--- src/rtl/imm_extend_pipe_if.sv ---
// rtl/imm_extend_pipe_if.sv - valid/ready bundle carrying raw immediates in and extended words out
interface imm_extend_pipe_if #(
    parameter int IN_W  = 16,
    parameter int OUT_W = 32
) ();
    logic [IN_W-1:0]  in;
    logic [1:0]       mode;
    logic             in_valid;
    logic             in_ready;
    logic [OUT_W-1:0] out;
    logic             out_valid;
    logic             out_ready;

    modport master (
        output in, mode, in_valid, out_ready,
        input  in_ready, out, out_valid
    );

    modport slave (
        input  in, mode, in_valid, out_ready,
        output in_ready, out, out_valid
    );
endinterface

--- src/rtl/imm_extend_pipe.sv ---
// rtl/imm_extend_pipe.sv - pipelined immediate extender (sign/zero/upper/branch) with 2-entry output FIFO
// Optional negative-immediate counter enabled by defining IMM_EXT_STATS_EN.
module imm_extend_pipe #(
    parameter int IN_W  = 16,
    parameter int OUT_W = 32,
    parameter int CNT_W = 16
) (
    input  logic                  clk,
    input  logic                  reset,
    imm_extend_pipe_if.slave      bus
`ifdef IMM_EXT_STATS_EN
    ,
    output logic [CNT_W-1:0]      neg_count
`endif
);

    typedef enum logic [1:0] {
        S_EMPTY = 2'd0,
        S_ONE   = 2'd1,
        S_FULL  = 2'd2
    } state_t;

    state_t           state_q;
    state_t           state_d;
    logic             in_ready_int;
    logic             out_valid_int;
    logic             acc;
    logic             rel;
    logic [OUT_W-1:0] sext;
    logic [OUT_W-1:0] ext;
    logic [OUT_W-1:0] head_q;
    logic [OUT_W-1:0] skid_q;

    assign acc = bus.in_valid & in_ready_int;
    assign rel = out_valid_int & bus.out_ready;

    // Extension happens at accept time so the buffer only ever holds finished words.
    assign sext = {{(OUT_W-IN_W){bus.in[IN_W-1]}}, bus.in};

    always_comb begin
        ext = sext;
        case (bus.mode)
            2'b00:   ext = sext;
            2'b01:   ext = {{(OUT_W-IN_W){1'b0}}, bus.in};
            2'b10:   ext = {bus.in, {(OUT_W-IN_W){1'b0}}};
            default: ext = {sext[OUT_W-3:0], 2'b00};
        endcase
    end

    always_ff @(posedge clk or posedge reset) begin
        if (reset) begin
            state_q <= S_EMPTY;
        end else begin
            state_q <= state_d;
        end
    end

    always_comb begin
        state_d = state_q;
        case (state_q)
            S_EMPTY: if (acc)         state_d = S_ONE;
            S_ONE: begin
                if (acc && !rel)      state_d = S_FULL;
                else if (!acc && rel) state_d = S_EMPTY;
            end
            S_FULL:  if (rel)         state_d = S_ONE;
            default:                  state_d = S_EMPTY;
        endcase
    end

    // Handshake outputs depend on the registered state only, never on out_ready.
    always_comb begin
        in_ready_int  = 1'b1;
        out_valid_int = 1'b0;
        case (state_q)
            S_EMPTY: begin
                in_ready_int  = 1'b1;
                out_valid_int = 1'b0;
            end
            S_ONE: begin
                in_ready_int  = 1'b1;
                out_valid_int = 1'b1;
            end
            S_FULL: begin
                in_ready_int  = 1'b0;
                out_valid_int = 1'b1;
            end
            default: begin
                in_ready_int  = 1'b1;
                out_valid_int = 1'b0;
            end
        endcase
    end

    always_ff @(posedge clk or posedge reset) begin
        if (reset) begin
            head_q <= '0;
            skid_q <= '0;
        end else begin
            if (acc && (state_q == S_EMPTY || (state_q == S_ONE && rel))) begin
                head_q <= ext;
            end else if (acc && state_q == S_ONE) begin
                skid_q <= ext;
            end else if (rel && state_q == S_FULL) begin
                head_q <= skid_q;
            end
        end
    end

    assign bus.in_ready  = in_ready_int;
    assign bus.out_valid = out_valid_int;
    assign bus.out       = head_q;

`ifdef IMM_EXT_STATS_EN
    logic neg_hit;

    assign neg_hit = acc && (bus.mode == 2'b00 || bus.mode == 2'b11) && bus.in[IN_W-1];

    always_ff @(posedge clk or posedge reset) begin
        if (reset) begin
            neg_count <= '0;
        end else if (neg_hit && (neg_count != {CNT_W{1'b1}})) begin
            neg_count <= neg_count + {{(CNT_W-1){1'b0}}, 1'b1};
        end
    end
`else
    localparam int CNT_W_UNUSED = CNT_W;
`endif

endmodule

--- src/flat_wrapper.sv ---
// flat-port wrapper written by rule: the top's interface ports become plain ports
module imm_extend_pipe_flat 
#(
    parameter int IN_W  = 16,
    parameter int OUT_W = 32,
    parameter int CNT_W = 16
)
  (clk, reset, bus_in, bus_mode, bus_in_valid, bus_out_ready, bus_in_ready, bus_out, bus_out_valid);
  imm_extend_pipe_if #(.IN_W(IN_W), .OUT_W(OUT_W)) bus_i ();
  input  logic clk;
  input  logic reset;
  input wire logic [$bits(bus_i.in)-1:0] bus_in;
  input wire logic [$bits(bus_i.mode)-1:0] bus_mode;
  input wire logic [$bits(bus_i.in_valid)-1:0] bus_in_valid;
  input wire logic [$bits(bus_i.out_ready)-1:0] bus_out_ready;
  output wire logic [$bits(bus_i.in_ready)-1:0] bus_in_ready;
  output wire logic [$bits(bus_i.out)-1:0] bus_out;
  output wire logic [$bits(bus_i.out_valid)-1:0] bus_out_valid;
  assign bus_i.in = bus_in;
  assign bus_i.mode = bus_mode;
  assign bus_i.in_valid = bus_in_valid;
  assign bus_i.out_ready = bus_out_ready;
  assign bus_in_ready = bus_i.in_ready;
  assign bus_out = bus_i.out;
  assign bus_out_valid = bus_i.out_valid;
  imm_extend_pipe #(.IN_W(IN_W), .OUT_W(OUT_W), .CNT_W(CNT_W)) u_core (.clk(clk), .reset(reset), .bus(bus_i));
endmodule
--- config.mk ---
export PLATFORM = sky130hd
export DESIGN_NAME = imm_extend_pipe_flat
export DESIGN_NICKNAME = d
export VERILOG_FILES = /design/src/rtl/imm_extend_pipe_if.sv /design/src/rtl/imm_extend_pipe.sv /design/src/flat_wrapper.sv
export SDC_FILE = /design/constraint.sdc
export NUM_CORES = 1
export LEC_CHECK = 0
export ABC_AREA = 1
export BUFFER_PORTS_ARGS = -buffer_cell sky130_fd_sc_hd__buf_2
export CELL_PAD_IN_SITES_DETAIL_PLACEMENT = 0
export CELL_PAD_IN_SITES_GLOBAL_PLACEMENT = 1
export CORE_ASPECT_RATIO = 1.75
export CORE_MARGIN = 3
export CORE_UTILIZATION = 37
export DETAILED_ROUTE_END_ITERATION = 7
export PLACE_DENSITY_LB_ADDON = 0.1
export SYNTH_ARGS = -nofsm -noshare
export SYNTH_HDL_FRONTEND = slang
export SYNTH_SLANG_ARGS = --single-unit
--- constraint.sdc ---
create_clock -name clk -period 2.3 [get_ports clk]
set_clock_uncertainty 0.15 [all_clocks]
set_input_delay 0.46 -clock clk [delete_from_list [all_inputs] [get_ports clk]]
set_output_delay 0.46 -clock clk [all_outputs]
set_load 0.05 [all_outputs]
==> impl_metrics.py <==
metrics = {
    "run_status": {
        "status": "finished, final reports clean",
    },
    "synthesis": {
        "synth_area_sq_mm": 0.00353,
        "avgSynthCellArea_sq_um": 7.13,
        "synthDistinctLibCells": 18,
        "synth_nets": 521,
        "synth_top_cell_by_area": "dfrtp_1",
        "syn_inst": 495,
        "synth_top_cell_area_share": 0.468,
        "yosysSeqAreaShare": 0.468,
        "yosys_warnings": 0,
        "ys_ff_latch": 66,
        "synthTopCellsByArea": "dfrtp_1 (47%), nand2_1 (28%), nand3_1 (9.4%), inv_1 (3.9%), o21ai_0 (2.8%)",
    },
    "timing": {
        "maxSlewHeadroom": 0.677,
        "report.final.slew_viol_count": 0,
        "holdWs_ps": 23.0,
        "hold_viol": 0,
        "worst_slack_ps": 252,
        "setup_viol": 0,
        "fin_crit_ps": 2050,
        "tightest_slew_ps": 483,
        "fmax_mhz": 488,
        "tns_ps": 0,
        "period_share": 0.890,
        "rsz0062_at_grt": "false",
    },
    "floorplanning": {
        "core-area_sq_mm": 0.00921,
        "initial_core_util": 0.383,
        "fp.dieH_um": 135,
        "die_w_um": 79.8,
        "core.rowCount": 46,
        "die-area_sq_mm": 0.0108,
        "pin_count": 56,
    },
    "worst_setup_path": {
        "crit_buf_inv": 2,
        "cp_top_family": "simple AND/OR/NAND/NOR gates",
        "worst-path-stages": 9,
        "cp-start-kind": "flop",
        "reg2regPathDepth": 9,
        "cp_data_required_time_ps": 2430,
        "worstPathArrival_ps": 2170,
        "endpoint_kind": "flop",
        "crit_slowest_cell": "dfrtp_1",
        "max_stage_delay_ps": 390,
        "crit_fanout": 32,
        "path_cells": "inv_1 -> ha_1 -> nand3_1 -> nand2_1 -> nand2_4 -> nand2_4 -> buf_4 -> nand3_1 -> nand2_1",
        "path_class": "reg2reg",
    },
    "drt": {
        "drtAntennaViolNets": 0,
        "finalWirelength_mm": 8.80,
        "routed_via_density": 4.69,
        "detail_route.wl_per_cell_um": 13.2,
        "dr.pass1.iters": 4,
        "vias": 3135,
        "drc": 0,
        "dr.first_iter.drc_count": 157,
    },
    "power": {
        "p_per_area_mw_per_mm2": 1420,
        "vdd.ir_drop.worst_uv": 585,
        "pwr-share-clk": 0.236,
        "combPwrFrac": 0.452,
        "p_leak_nw": 2.42,
        "p_sw_frac": 0.454,
        "p_switching_mw": 2.70,
        "internal-power_mw": 3.24,
        "seqPwrFrac": 0.312,
    },
    "global_route": {
        "grt_pass1_vias": 3051,
        "grt_antenna_before_repair": 0,
        "grt_max_degree": 67,
        "grtUsageTotal": 0.179,
        "gr-total-overflow": 0,
        "grt_pass1_wl_mm": 14.9,
    },
    "finish": {
        "antenna_cells": 0,
        "n_fill_cell": 985,
        "area_growth_pct": 18.1,
        "drive_gt1_frac": 0.173,
        "final_area_sq_mm": 0.00417,
        "nNetsFinal": 569,
        "post-route-util": 0.453,
    },
    "clock_network": {
        "cts.repair.resized": 0,
        "clk_latency_ps": 330,
        "cts-buffers-inserted": 9,
        "clkSinkCount": 66,
        "clk_pin_slew_worst_paths_ps": 50,
        "cts.path.max_buffers": 2,
        "clock-root-buffer": "clkbuf_16",
        "cts_tree": "yes",
        "htreeDepth": 3,
        "ctsHoldBuffers": 0,
        "post-cts-setup-buffers": 0,
    },
    "place": {
        "post-place-ws_ps": 218,
        "port_buffers": 55,
        "gp_congestion": 0.794,
        "placed_cell_area_sq_mm": 0.00386,
        "hpwl_mm": 6.23,
    },
    "min_path": {
        "holdCritPathClass": "in2async",
    },
    "flow_run": {
        "cap_violations": 0,
    },
}
-- cells in the mapped netlist --
cell type,instances
nor2_2,1
ha_1,4
nand3_4,1
nand2_2,1
dfrtp_1,66
buf_2,15
inv_1,37
nand2_4,3
o21ai_0,20
nand3_1,66
inv_2,6
nand2_1,259
clkbuf_1,1
o21ai_2,1
buf_4,9
buf_6,3
nor2_1,1
or2_2,1
-- cells in the final DEF, fill, tap and decap left out --
master	n
buf_12	1
inv_1	36
clkbuf_16	9
nor2_1	1
nand2_4	3
clkinvlp_4	2
bufinv_16	1
clkbuf_1	1
nor2_2	1
o21ai_0	20
buf_4	9
buf_2	55
nand2_2	1
clkinv_2	1
clkbuf_8	2
nand3_1	66
ha_1	4
nand2_1	259
o21ai_2	1
or2_2	1
inv_2	7
dfrtp_1	66
nand3_4	1
-- worst register-to-register path, stage by stage (launching register included) --
cell and delay (ps):
dfrtp_1 390, inv_1 80, ha_1 320, nand3_1 120, nand2_1 130, nand2_4 150
nand2_4 100, buf_4 330, nand3_1 140, nand2_1 70
-- routing by layer --
metal  GRT usage  vias up  routed length (um)
met2       0.294       67                4370
met4      0.0959        0                 218
met3      0.0233       17                 331
met5           0        -                   0
li1            -     1617                   -
met1       0.224     1434                3870
-- power by group through the flow --
stage	logic, mW	registers [mW]	clock network [mW]
final	2.68	1.85	1.40
after global routing	3.02	1.91	1.48
after CTS	2.75	1.85	1.44
after detailed placement	2.74	1.87	0
after global placement	2.70	1.85	0
after floorplan	1.44	2.58	0
-- registers in the layout, indices dropped and copies added (netlist names) --
signal / cells
u_core.state_q: 2
u_core.bus.out: 32
u_core.skid_q: 32
-- worst paths after layout --
kind,from,slack [ps],to
worst min register to register,u_core.bus.out[25]$_DFFE_PP0P_,320,u_core.bus.out[25]$_DFFE_PP0P_
worst max register to register,u_core.state_q[0]$_DFFE_PP0P_,250,u_core.bus.out[14]$_DFFE_PP0P_
worst min-delay path,reset,20,u_core.bus.out[10]$_DFFE_PP0P_
max in group asynchronous,reset,1650,u_core.bus.out[30]$_DFFE_PP0P_
worst max-delay path,u_core.state_q[0]$_DFFE_PP0P_,250,u_core.bus.out[14]$_DFFE_PP0P_
min in group clk,bus_in[0],310,u_core.skid_q[0]$_DFFE_PP0P_
-- stage by stage --
step                      instances  total power, mW
after floorplan                 495             4.02
after global placement          652             4.55
after detailed placement        652             4.61
after CTS                       668             6.04
after global routing            668             6.41
final                           668             5.94
-- kinds of logic (layout without fill, tap and decap cells) --
| kind of cell | count (synthesis) | in the layout | synth area share |
|---|---|---|---|
| flip-flops | 66 | 66 | 0.468 |
| AO/OA/AOI/OAI | 21 | 21 | 0.0309 |
| buffers and inverters | 71 | 124 | 0.0968 |
| adder cells (fa/ha/maj) | 4 | 4 | 0.0142 |
| AND/OR/NAND/NOR | 333 | 333 | 0.390 |
-- area by class of cell --
class                      instances  area (sq um)  share of cell area
multi-input combinational        358          1540               0.368
clock buffer                      12           256              0.0615
clock inverter                     4          50.0              0.0120
timing repair buffer              65           363              0.0871
sequential                        66          1650               0.396
inverter                          43           161              0.0387
tap                              120           150              0.0360
No activity file was read; power rests on OpenSTA's default activity.
